## config.mk

```make
export PLATFORM = sky130hd
export DESIGN_NAME = vga_window_ctrl
export DESIGN_NICKNAME = d
export VERILOG_FILES = /design/src/rtl/vga_window_ctrl.sv
export SDC_FILE = /design/constraint.sdc
export NUM_CORES = 1
export LEC_CHECK = 0
export CAP_MARGIN = 20
export CELL_PAD_IN_SITES_DETAIL_PLACEMENT = 0
export CELL_PAD_IN_SITES_GLOBAL_PLACEMENT = 1
export CORE_ASPECT_RATIO = 0.75
export CORE_MARGIN = 5
export CORE_UTILIZATION = 55
export CTS_BUF_LIST = sky130_fd_sc_hd__clkbuf_8
export CTS_CLUSTER_SIZE = 20
export DETAILED_ROUTE_END_ITERATION = 10
export DONT_BUFFER_PORTS = 1
export PLACE_DENSITY_LB_ADDON = 0.1
export SETUP_SLACK_MARGIN = 0.15
export SYNTH_ARGS = -nofsm -noshare
export SYNTH_HDL_FRONTEND = slang
export SYNTH_SLANG_ARGS = --single-unit
```

## constraint.sdc

```tcl
create_clock -name clk -period 22.1 [get_ports clk]
set_clock_uncertainty 0.2 [all_clocks]
set_input_delay 4.42 -clock clk [delete_from_list [all_inputs] [get_ports clk]]
set_output_delay 4.42 -clock clk [all_outputs]
set_load 0.05 [all_outputs]
```

## src/rtl/vga_window_ctrl.sv

```systemverilog
// VGA display-window controller: issues one FIFO read per window pixel, aligns the
// returned RGB565 data with its coordinate tags and drives RGB888 with mode selection.
module vga_window_ctrl #(
  parameter int unsigned COORD_W  = 11,
  parameter int unsigned H_START  = 50,
  parameter int unsigned V_START  = 1,
  parameter int unsigned WIN_W    = 640,
  parameter int unsigned WIN_H    = 480,
  parameter int unsigned RD_LAT   = 1,
  parameter logic [23:0] BG_COLOR = 24'h000000
) (
  input  logic               clk,
  input  logic               rst,
  input  logic [COORD_W-1:0] value_x,
  input  logic [COORD_W-1:0] value_y,
  input  logic [1:0]         mode,
  input  logic [15:0]        rd_q,
  input  logic               fifo_empty,
  output logic               rd_en,
  output logic [23:0]        rgb,
  output logic               de,
  output logic               vga_done,
  output logic               underflow,
  output logic [15:0]        underflow_cnt
);

  typedef enum logic [1:0] {
    MODE_FIFO  = 2'd0,
    MODE_BARS  = 2'd1,
    MODE_SOLID = 2'd2,
    MODE_GRAY  = 2'd3
  } mode_e;

  typedef struct packed {
    logic               inwin;
    logic               starve;
    logic               last;
    mode_e              mode;
    logic [COORD_W-1:0] col;
  } tag_t;

  localparam int unsigned        DEPTH = RD_LAT + 1;
  localparam logic [COORD_W-1:0] H_FIRST = COORD_W'(H_START);
  localparam logic [COORD_W-1:0] V_FIRST = COORD_W'(V_START);
  localparam logic [COORD_W-1:0] BAR_W   = COORD_W'(WIN_W / 8);
  localparam logic [23:0] BAR_RGB [8] = '{
    24'hFFFFFF, 24'hFFFF00, 24'h00FFFF, 24'h00FF00,
    24'hFF00FF, 24'hFF0000, 24'h0000FF, 24'h000000
  };

  logic [COORD_W-1:0] dx, dy;
  logic               inwin, frame_start, fifo_mode;
  mode_e              mode_q, mode_eff;
  tag_t               tag_in, tail;
  tag_t               pipe [DEPTH];
  logic               last_q;

  logic [7:0]  r8, g8, b8, y8;
  logic [15:0] luma;
  logic [2:0]  bar_idx;
  logic [23:0] pix_rgb;

  // Offsets wrap to large values left of / above the window, so one compare per axis.
  always_comb begin
    dx          = value_x - H_FIRST;
    dy          = value_y - V_FIRST;
    inwin       = (dx < COORD_W'(WIN_W)) && (dy < COORD_W'(WIN_H));
    frame_start = (dx == '0) && (dy == '0);
    mode_eff    = frame_start ? mode_e'(mode) : mode_q;
    fifo_mode   = (mode_eff == MODE_FIFO) || (mode_eff == MODE_GRAY);

    tag_in        = '0;
    tag_in.inwin  = inwin;
    tag_in.starve = inwin && fifo_mode && fifo_empty;
    tag_in.last   = inwin && (dx == COORD_W'(WIN_W - 1)) && (dy == COORD_W'(WIN_H - 1));
    tag_in.mode   = mode_eff;
    tag_in.col    = dx;
  end

  always_ff @(posedge clk) begin
    if (rst) begin
      mode_q <= MODE_FIFO;
      rd_en  <= 1'b0;
      for (int unsigned i = 0; i < DEPTH; i++) pipe[i] <= '0;
    end else begin
      if (frame_start) mode_q <= mode_e'(mode);
      rd_en   <= inwin && fifo_mode && !fifo_empty;
      pipe[0] <= tag_in;
      for (int unsigned i = 1; i < DEPTH; i++) pipe[i] <= pipe[i-1];
    end
  end

  // The tail tag lines up with rd_q for the read issued on its behalf.
  always_comb begin
    tail    = pipe[RD_LAT];
    r8      = {rd_q[15:11], rd_q[15:13]};
    g8      = {rd_q[10:5],  rd_q[10:9]};
    b8      = {rd_q[4:0],   rd_q[4:2]};
    luma    = 16'd77 * {8'd0, r8} + 16'd150 * {8'd0, g8} + 16'd29 * {8'd0, b8};
    y8      = 8'(luma >> 8);
    bar_idx = 3'(tail.col / BAR_W);

    pix_rgb = BG_COLOR;
    if (tail.inwin) begin
      unique case (tail.mode)
        MODE_FIFO:  pix_rgb = tail.starve ? BG_COLOR : {r8, g8, b8};
        MODE_BARS:  pix_rgb = BAR_RGB[bar_idx];
        MODE_SOLID: pix_rgb = BG_COLOR;
        MODE_GRAY:  pix_rgb = tail.starve ? BG_COLOR : {y8, y8, y8};
        default:    pix_rgb = BG_COLOR;
      endcase
    end
  end

  always_ff @(posedge clk) begin
    if (rst) begin
      rgb           <= '0;
      de            <= 1'b0;
      underflow     <= 1'b0;
      underflow_cnt <= '0;
      last_q        <= 1'b0;
      vga_done      <= 1'b0;
    end else begin
      rgb       <= pix_rgb;
      de        <= tail.inwin;
      underflow <= tail.starve;
      last_q    <= tail.last;
      vga_done  <= last_q;
      if (tail.starve && (underflow_cnt != '1)) underflow_cnt <= underflow_cnt + 16'd1;
    end
  end

endmodule

```

### After elaboration in Yosys (flattened, before gate mapping)

Memory sizes are Yosys's and may differ from the RTL's.
Index checks and enable logic that the tools add are counted.

* bits in registers: 47
* bits in writable memories: 32
* bits in read-only memories: 192
* bits of input ports: 43
* output and inout bits: 44
* logic and storage cells: 59
* memories: 2

* add/sub/neg operators: 5
* multipliers: 3
* div/mod/pow operators: 1
* order comparisons: 3
* equality and inequality tests: 7
* muxes and demuxes: 11
* bitwise gates (word level): 4
* reductions and logical operators: 15

Memories
* (name not given): depth 8, width 24, rd ports 1, clocked after Yosys merged registers in 0, write ports 0, line 107 `MODE_BARS: pix_rgb = BAR_RGB[bar_idx];`
* pipe: depth 2, width 16, rd ports 2, clocked after Yosys merged registers in 0, write ports 2, line 55 `tag_t pipe [DEPTH];`

Operator list (number)
* two-way mux 24 bit: 4
* case mux 24 bit (4 select lines): 1
* two-way mux 16 bit: 2
* multiplier 7 x 8 -> 15 bit (first input constant): 2
* zero test 11 bit: 2
* adder 15 x 16 -> 16 bit: 1
* adder 16 x 1 -> 16 bit (second input constant): 1
* adder 16 x 13 -> 16 bit: 1
* inequality test 16 bit (second input constant): 1
* multiplier 5 x 8 -> 13 bit (first input constant): 1
* divider 11 x 7 -> 11 bit (second input constant): 1
* equality test 11 x 10 -> 1 bit (second input constant): 1
* equality test 11 x 9 -> 1 bit (second input constant): 1
* < comparator 11 x 10 -> 1 bit (second input constant): 1
* < comparator 11 x 9 -> 1 bit (second input constant): 1
* subtractor 11 x 1 -> 11 bit (second input constant): 1
* subtractor 11 x 6 -> 11 bit (second input constant): 1
* logical AND 1 bit: 8
* equality test 2 bit (second input constant): 3
* >= comparator 4 bit (second input constant): 1
* zero test 2 bit: 2
* NOT 3 -> 4 bit: 1
* two-way mux 1 bit: 3
* equality test 2 x 1 -> 1 bit (second input constant): 1
* other kinds (6): 7

### Longest topological paths before layout

Gate-level depths: netlist of the first run.

* depth in word-level cells: 9
* depth in mapped cells: 25
* depth with buffers taken out: 25

### Worst setup path before layout of the first run

Ideal clock, no wire load.

* path kind: input to register
* start point: in rd_q[7]
* end point: reg rgb[22]
* library setup time: 132 ps
* arrival: 10061 ps
* required time: 21768 ps
* slack: 11707 ps
* stages on the path: 25
* path buffers: 0
* cells stage by stage: ha_1 -> ha_1 -> inv_1 -> fa_1 -> fa_1 -> inv_1 -> ha_1 -> nor2_1 -> inv_1 -> o311a_1 -> a21oi_1 -> ha_1 -> inv_1 -> fa_1 -> fa_1 -> inv_1 -> fa_1 -> ha_1 -> a21o_1 -> a21oi_1 -> o31ai_2 -> o311a_1 -> or3_1 -> nand3_1 -> a21oi_1

* longest elaborated chain between the ends: 5

Ends and longest elaborated chain
* start, declared: line 17 `input logic [15:0] rd_q,`
* multiplier 7 x 8 -> 15 bit: line 99 `luma = 16'd77 * {8'd0, r8} + 16'd150 * {8'd0, g8} + 16'd29 * {8'd0, b8};`
* adder 15 x 16 -> 16 bit: line 99
* adder 16 x 13 -> 16 bit: line 99
* two-way mux 24 bit: line 109 `MODE_GRAY: pix_rgb = tail.starve ? BG_COLOR : {y8, y8, y8};`
* case mux 24 bit (4 select lines): line 105 `unique case (tail.mode)`
* end signal, assigned: line 124 `rgb <= pix_rgb;`
* end, declared: line 20 `output logic [23:0] rgb,`

No other way between the ends.
A chain may end at the register's enable or synchronous reset.

### Final worst setup path of the first run

* start point: in rd_q[6]
* end point: reg rgb[22]

Same word-level chain as after synthesis.

==> results of run 1 <==
## cell usage in the layout (no fill, tap or decap), types with 3 or more instances in the layout
| cell type | count |
|---|---|
| inv_1 | 116 |
| ha_1 | 85 |
| dfxtp_1 | 69 |
| a21oi_1 | 59 |
| fa_1 | 54 |
| nor2_1 | 49 |
| xnor2_1 | 30 |
| nand2_1 | 30 |
| nor2b_1 | 24 |
| o21ai_0 | 17 |
| xor2_1 | 13 |
| nand3_1 | 13 |
| nor3_1 | 12 |
| clkbuf_8 | 11 |
| nand2b_1 | 10 |
| mux2i_1 | 6 |
| nand4_1 | 5 |
| o22ai_1 | 5 |
| o21a_1 | 4 |
| or2_2 | 4 |
| o31ai_1 | 4 |
| or3_1 | 3 |
| nor4_1 | 3 |
| a31oi_1 | 3 |
| o211ai_1 | 3 |
| a32oi_1 | 3 |
## path summary, 6_finish.rpt
check                               from                endpoint  slack [ns]  cells after the start
setup / recovery                 rd_q[6]      rgb[22]$_SDFF_PP0_       11.71                     25
hold / removal    pipe[0][10]$_SDFF_PP0_  pipe[0][26]$_SDFF_PP0_        0.24                      1
setup reg to reg  pipe[0][26]$_SDFF_PP0_      rgb[18]$_SDFF_PP0_       19.26                      6
hold reg to reg   pipe[0][10]$_SDFF_PP0_  pipe[0][26]$_SDFF_PP0_        0.24                      1
## flip-flops by register name (all words and copies together), names as in the netlist
| register | flops |
|---|---|
| mode_q | 1 |
| de | 1 |
| rgb | 24 |
| rd_en | 1 |
| last_q | 1 |
| underflow | 1 |
| vga_done | 1 |
| underflow_cnt | 16 |
| pipe | 23 |
## metrics by stage
step	setup slack [ns]	cell area [um^2]	hold slack, ns	instances
after floorplan	11.71	6220	0.214	693
after global placement	11.49	6320	0.216	814
after detailed placement	11.38	6320	0.223	814
after CTS	11.75	6550	0.240	830
after global routing	11.33	6550	0.253	830
final	11.71	6550	0.238	830
## worst max-delay path, delay by kind of cell
family / cells / cell delay, ns
adders and majority gates: 10 / 3.65
AOI/OAI and AO/OA: 9 / 1.63
and+or+nand+nor: 2 / 0.46
buffers and inverters: 4 / 0.21
## power by group
part / leakage [nW] / switching [W] / internal [W]
sequential: 0.559 / 0.00000365 / 0.000126
combinational: 2.28 / 0.000342 / 0.000277
clock: 0.116 / 0.0000486 / 0.0000699
## logic make-up after synthesis
| family | after synthesis | share of synthesized area (%) |
|---|---|---|
| buffers and inverters | 136 | 8.31 |
| xor gates and xnor gates | 43 | 6.06 |
| adders and majority gates | 140 | 34.6 |
| and+or+nand+nor | 170 | 14.3 |
| muxes | 7 | 1.15 |
| AOI/OAI and AO/OA | 128 | 13.3 |
| DFF | 69 | 22.2 |
## area by class of cell
class,instances,area (um^2)
clock buffer,11,151
clock inverter,5,81.3
fill,998,4430
inverter,116,435
multi-input combinational,488,4320
sequential,69,1380
tap,140,175
timing repair buffer,1,7.51
## per-layer routing
| layer | vias to the layer above | track usage [%] | wire length, um |
|---|---|---|---|
| li1 | 2309 | - | - |
| met1 | 2204 | 32.3 | 7130 |
| met2 | 166 | 31.6 | 5830 |
| met3 | 12 | 6.59 | 1160 |
| met4 | 0 | 4.63 | 127 |
| met5 | - | 0 | 0 |
==> out/results.tsv, run 1 <==
metric	value	unit
# rows	33	
P&R area growth vs syn	5.37	%
final core utilization	59.7	%
share of cells above drive strength 1	4.64	%
Avg Vias per Cell	5.65	
Worst IR Drop VDD	104	uV
drt initial violations	330	
#FFs+latches synth	69	
Top FF cell, synth	dfxtp_1	
# DRC	0	
die footprint	0.0136	mm^2
Tcrit/Tclk final	47.0	%
clock sink count	69	
Critical Path Fanout Max	6	
Hold Crit Class	reg2reg	
WL/cell	17.2	um
GR Overflow Total	0	
cts hold-fix bufs	0	
CTS H-Tree Depth	3	
Worst slew margin	37.9	%
core area	0.0110	mm^2
Final HPWL DP	11700	um
top area cells in the synthesized netlist	dfxtp_1, fa_1, ha_1, inv_1, a21oi_1	
Max Cap Viol	0	
Overall Global Routing Usage	21.9	%
RSZ-0062 raised after global routing	false	
post-CTS sizing	0	
die height	102	um
minimum clock period	10.39	ns
Distinct cells, synth	66	
Tightest Pin Transition	0.932	ns
synthesized instance count	693	
endpoint class of the critical path	flip-flop	
TritonCTS clock tree	done	
average size of a mapped cell	8.98	um^2
Setup Crit Path Kind	in2reg	
vias in the first global route	4574	
clk slew on worst S/H paths	0.08	ns
final setup fails	0	
die width	133	um
leakage	2.95	nW
post-synth top area share	22.2	%
Inserted Diodes	0	
worst skew pair latency	0.34	ns
clock root buffer master	clkbuf_8	
first-pass GRT wire length	23400	um
Pwr Total	0.000868	W
crit start category	input pin	
GP Congestion	0.894	
DRT antenna net count	0	
Commonest cells post-synth	inv_1, ha_1, dfxtp_1	
final count of pins violating max slew	0	
1st-pass router iterations	5	
post-CTS setup buffers	0	
total routed wirelength	14200	um
fin nets	867	
initial antenna violation count	0	
Synth Net Count	875	
EDFF count, synth	0	
Starting Density	56.6	%
cell area power density	132	mW/mm^2
asr flop ratio synth	0	%
clk buf depth	2	
IO Pins	87	
crit path DAT	10.38	ns
Vias	4691	
status	finished clean	
final hold viol count	0	
cell with the most instances after synthesis	inv_1	
CP max stage delay	0.49	ns
Synth area leader	dfxtp_1	
synthesized cell area	0.00622	mm^2
slowest CP cell	fa_1	
Critical Path RT	22.09	ns
Num CTS Buffers	9	
Port Buffers	0	
Achievable Freq	0.0963	GHz
post-synthesis sequential area ratio	22.2	%
setup TNS	0	ns
largest net degree at the start of global routing	43	
Critical Path Most Common Cell	ha_1	
Syn. warnings	0	
Note: power is estimated with default switching activity, not from simulation.
==> run 2: changes to the inputs <==
--- a/config.mk
+++ b/config.mk
@@ -10,7 +10,7 @@
 export CELL_PAD_IN_SITES_GLOBAL_PLACEMENT = 1
 export CORE_ASPECT_RATIO = 0.75
 export CORE_MARGIN = 5
-export CORE_UTILIZATION = 55
+export CORE_UTILIZATION = 46
 export CTS_BUF_LIST = sky130_fd_sc_hd__clkbuf_8
 export CTS_CLUSTER_SIZE = 20
 export DETAILED_ROUTE_END_ITERATION = 10
==> constraint.sdc (replaced) <==
create_clock -name clk -period 8.9 [get_ports clk]
set_clock_uncertainty 0.2 [all_clocks]
set_input_delay 1.78 -clock clk [delete_from_list [all_inputs] [get_ports clk]]
set_output_delay 1.78 -clock clk [all_outputs]
set_load 0.05 [all_outputs]
==> out/results.tsv, run 2 (synthesis results as in run 1) <==
metric	value	unit
RSZ-0062 raised after global routing	false	
GP Congestion	0.854	
Vias	4620	
vias in the first global route	4560	
cts hold-fix bufs	0	
IO Pins	87	
P&R area growth vs syn	5.43	%
fin nets	867	
Max Cap Viol	0	
pre-CTS setup slack	0.789	ns
most frequent cells in the layout	inv_1, ha_1, dfxtp_1	
multi-input combinational cell area	0.00433	mm^2
die width	144	um
Hold Crit Class	reg2reg	
initial antenna violation count	0	
Num CTS Buffers	9	
Worst R2R Start	pipe[0][26]$_SDFF_PP0_	
Critical Path RT	8.91	ns
share of cells above drive strength 1	4.64	%
Fillers	1239	
placed cells	844	
clock sink count	69	
commonest non-fill, non-tap cell in the layout	inv_1	
Final HPWL DP	12100	um
1st-pass router iterations	5	
worst hold slack	0.237	ns
GR Overflow Total	0	
Achievable Freq	0.129	GHz
drt initial violations	261	
final hold viol count	0	
setup TNS	0	ns
endpoint class of the critical path	flip-flop	
die footprint	0.0160	mm^2
Port Buffers	0	
Top Registers	rgb: 24 flops, pipe: 23 flops, underflow_cnt: 16 flops	
die height	111	um
post-CTS sizing	0	
flop-to-flop setup slack	6.12	ns
max reg flops	24	
first-pass GRT wire length	24100	um
Hold EP	pipe[0][31]$_SDFF_PP0_	
status	finished clean	
Hold Startpoint	pipe[0][15]$_SDFF_PP0_	
minimum clock period	7.73	ns
Setup Crit Path Kind	in2reg	
clk slew on worst S/H paths	0.08	ns
CTS H-Tree Depth	3	
post-CTS setup buffers	0	
Worst slew margin	37.1	%
CP top delay family	adder cells	
Tightest Pin Transition	0.943	ns
WHS Path Cells	1	
crit path DAT	7.74	ns
# DRC	0	
RR Endpoint	rgb[2]$_SDFF_PP0_	
TritonCTS clock tree	done	
slowest CP cell	fa_1	
clk buf depth	2	
worst skew pair latency	0.36	ns
DRT antenna net count	0	
post-route insts no fill	860	
Worst IR Drop VDD	272	uV
Top reg by flops	rgb	
R2R depth	6	
leakage	2.92	nW
core area	0.0131	mm^2
Critical Path Fanout Max	6	
largest net degree at the start of global routing	43	
cell area power density	319	mW/mm^2
storage element area	0.00138	mm^2
Overall Global Routing Usage	19.1	%
final setup fails	0	
Starting Density	47.5	%
clock root buffer master	clkbuf_8	
CP max stage delay	0.51	ns
# rows	36	
CP bufs+invs	5	
Inserted Diodes	0	
final count of pins violating max slew	0	
Tcrit/Tclk final	86.9	%
post-route worst setup slack	1.17	ns
crit start category	input pin	
Avg Vias per Cell	5.37	
Final Cell Area	0.00656	mm^2
crit-path cells	ha_1 -> ha_1 -> inv_1 -> fa_1 -> fa_1 -> inv_1 -> ha_1 -> nor2_1 -> inv_1 -> o311a_1 -> a21oi_1 -> ha_1 -> inv_1 -> fa_1 -> fa_1 -> inv_1 -> fa_1 -> ha_1 -> nand3_1 -> o31ai_2 -> o2111ai_1 -> a31oi_1 -> xnor2_1 -> o22ai_1	
WL/cell	17.0	um
total routed wirelength	14600	um
placed cell areas	0.00636	mm^2
[run 2: where the power goes]
part | internal [W] | total, W | switching [W]
combinational | 0.000684 | 0.00152 | 0.000833
clock | 0.000127 | 0.000252 | 0.000125
sequential | 0.000314 | 0.000323 | 0.00000910
[run 2: cell type report]
type | count | area share, %
repair buffers | 1 | 0.172
well taps | 171 | 3.26
multi-input cells | 488 | 66.0
clock inverters | 6 | 0.992
clock buffers | 9 | 1.89
inverters | 116 | 6.64
flip-flops and latches | 69 | 21.1
[run 2: stage by stage]
stage / power [W] / utilization, %
6_report: 0.00209 / 50.0
3_3_place_gp: 0.00182 / 48.5
5_1_grt: 0.00238 / 50.0
4_1_cts: 0.00211 / 49.9
2_1_floorplan: 0.00158 / -
3_5_place_dp: 0.00184 / 48.5
[run 2: worst max-delay path by stage]
stage	startpoint	end	slack [ns]	depth (start not counted)
2_1_floorplan	rd_q[7]	rgb[22]$_SDFF_PP0_	1.15	25
3_3_place_gp	rd_q[6]	rgb[22]$_SDFF_PP0_	0.91	25
3_5_place_dp	rd_q[7]	rgb[7]$_SDFF_PP0_	0.79	24
4_1_cts	rd_q[7]	rgb[23]$_SDFF_PP0_	1.16	24
5_1_grt	rd_q[7]	rgb[23]$_SDFF_PP0_	0.86	24
6_report	rd_q[7]	rgb[23]$_SDFF_PP0_	1.17	24
[run 2: per-layer routing]
layer / wire length, um / global-route usage (%) / up-vias
li1: - / - / 2302
met1: 7710 / 30.5 / 2165
met2: 5580 / 24.5 / 138
met3: 1170 / 5.95 / 15
met4: 186 / 4.79 / 0
met5: 0 / 0 / -
==> run 3: changes to the inputs <==
--- a/config.mk
+++ b/config.mk
@@ -15,6 +15,7 @@
 export CTS_CLUSTER_SIZE = 20
 export DETAILED_ROUTE_END_ITERATION = 10
 export DONT_BUFFER_PORTS = 1
+export HOLD_SLACK_MARGIN = 0.02
 export PLACE_DENSITY_LB_ADDON = 0.1
 export SETUP_SLACK_MARGIN = 0.15
 export SYNTH_ARGS = -nofsm -noshare
==> results of run 3 <==
Same layout as run 2: the final DEF is identical, and so are final timing and power.
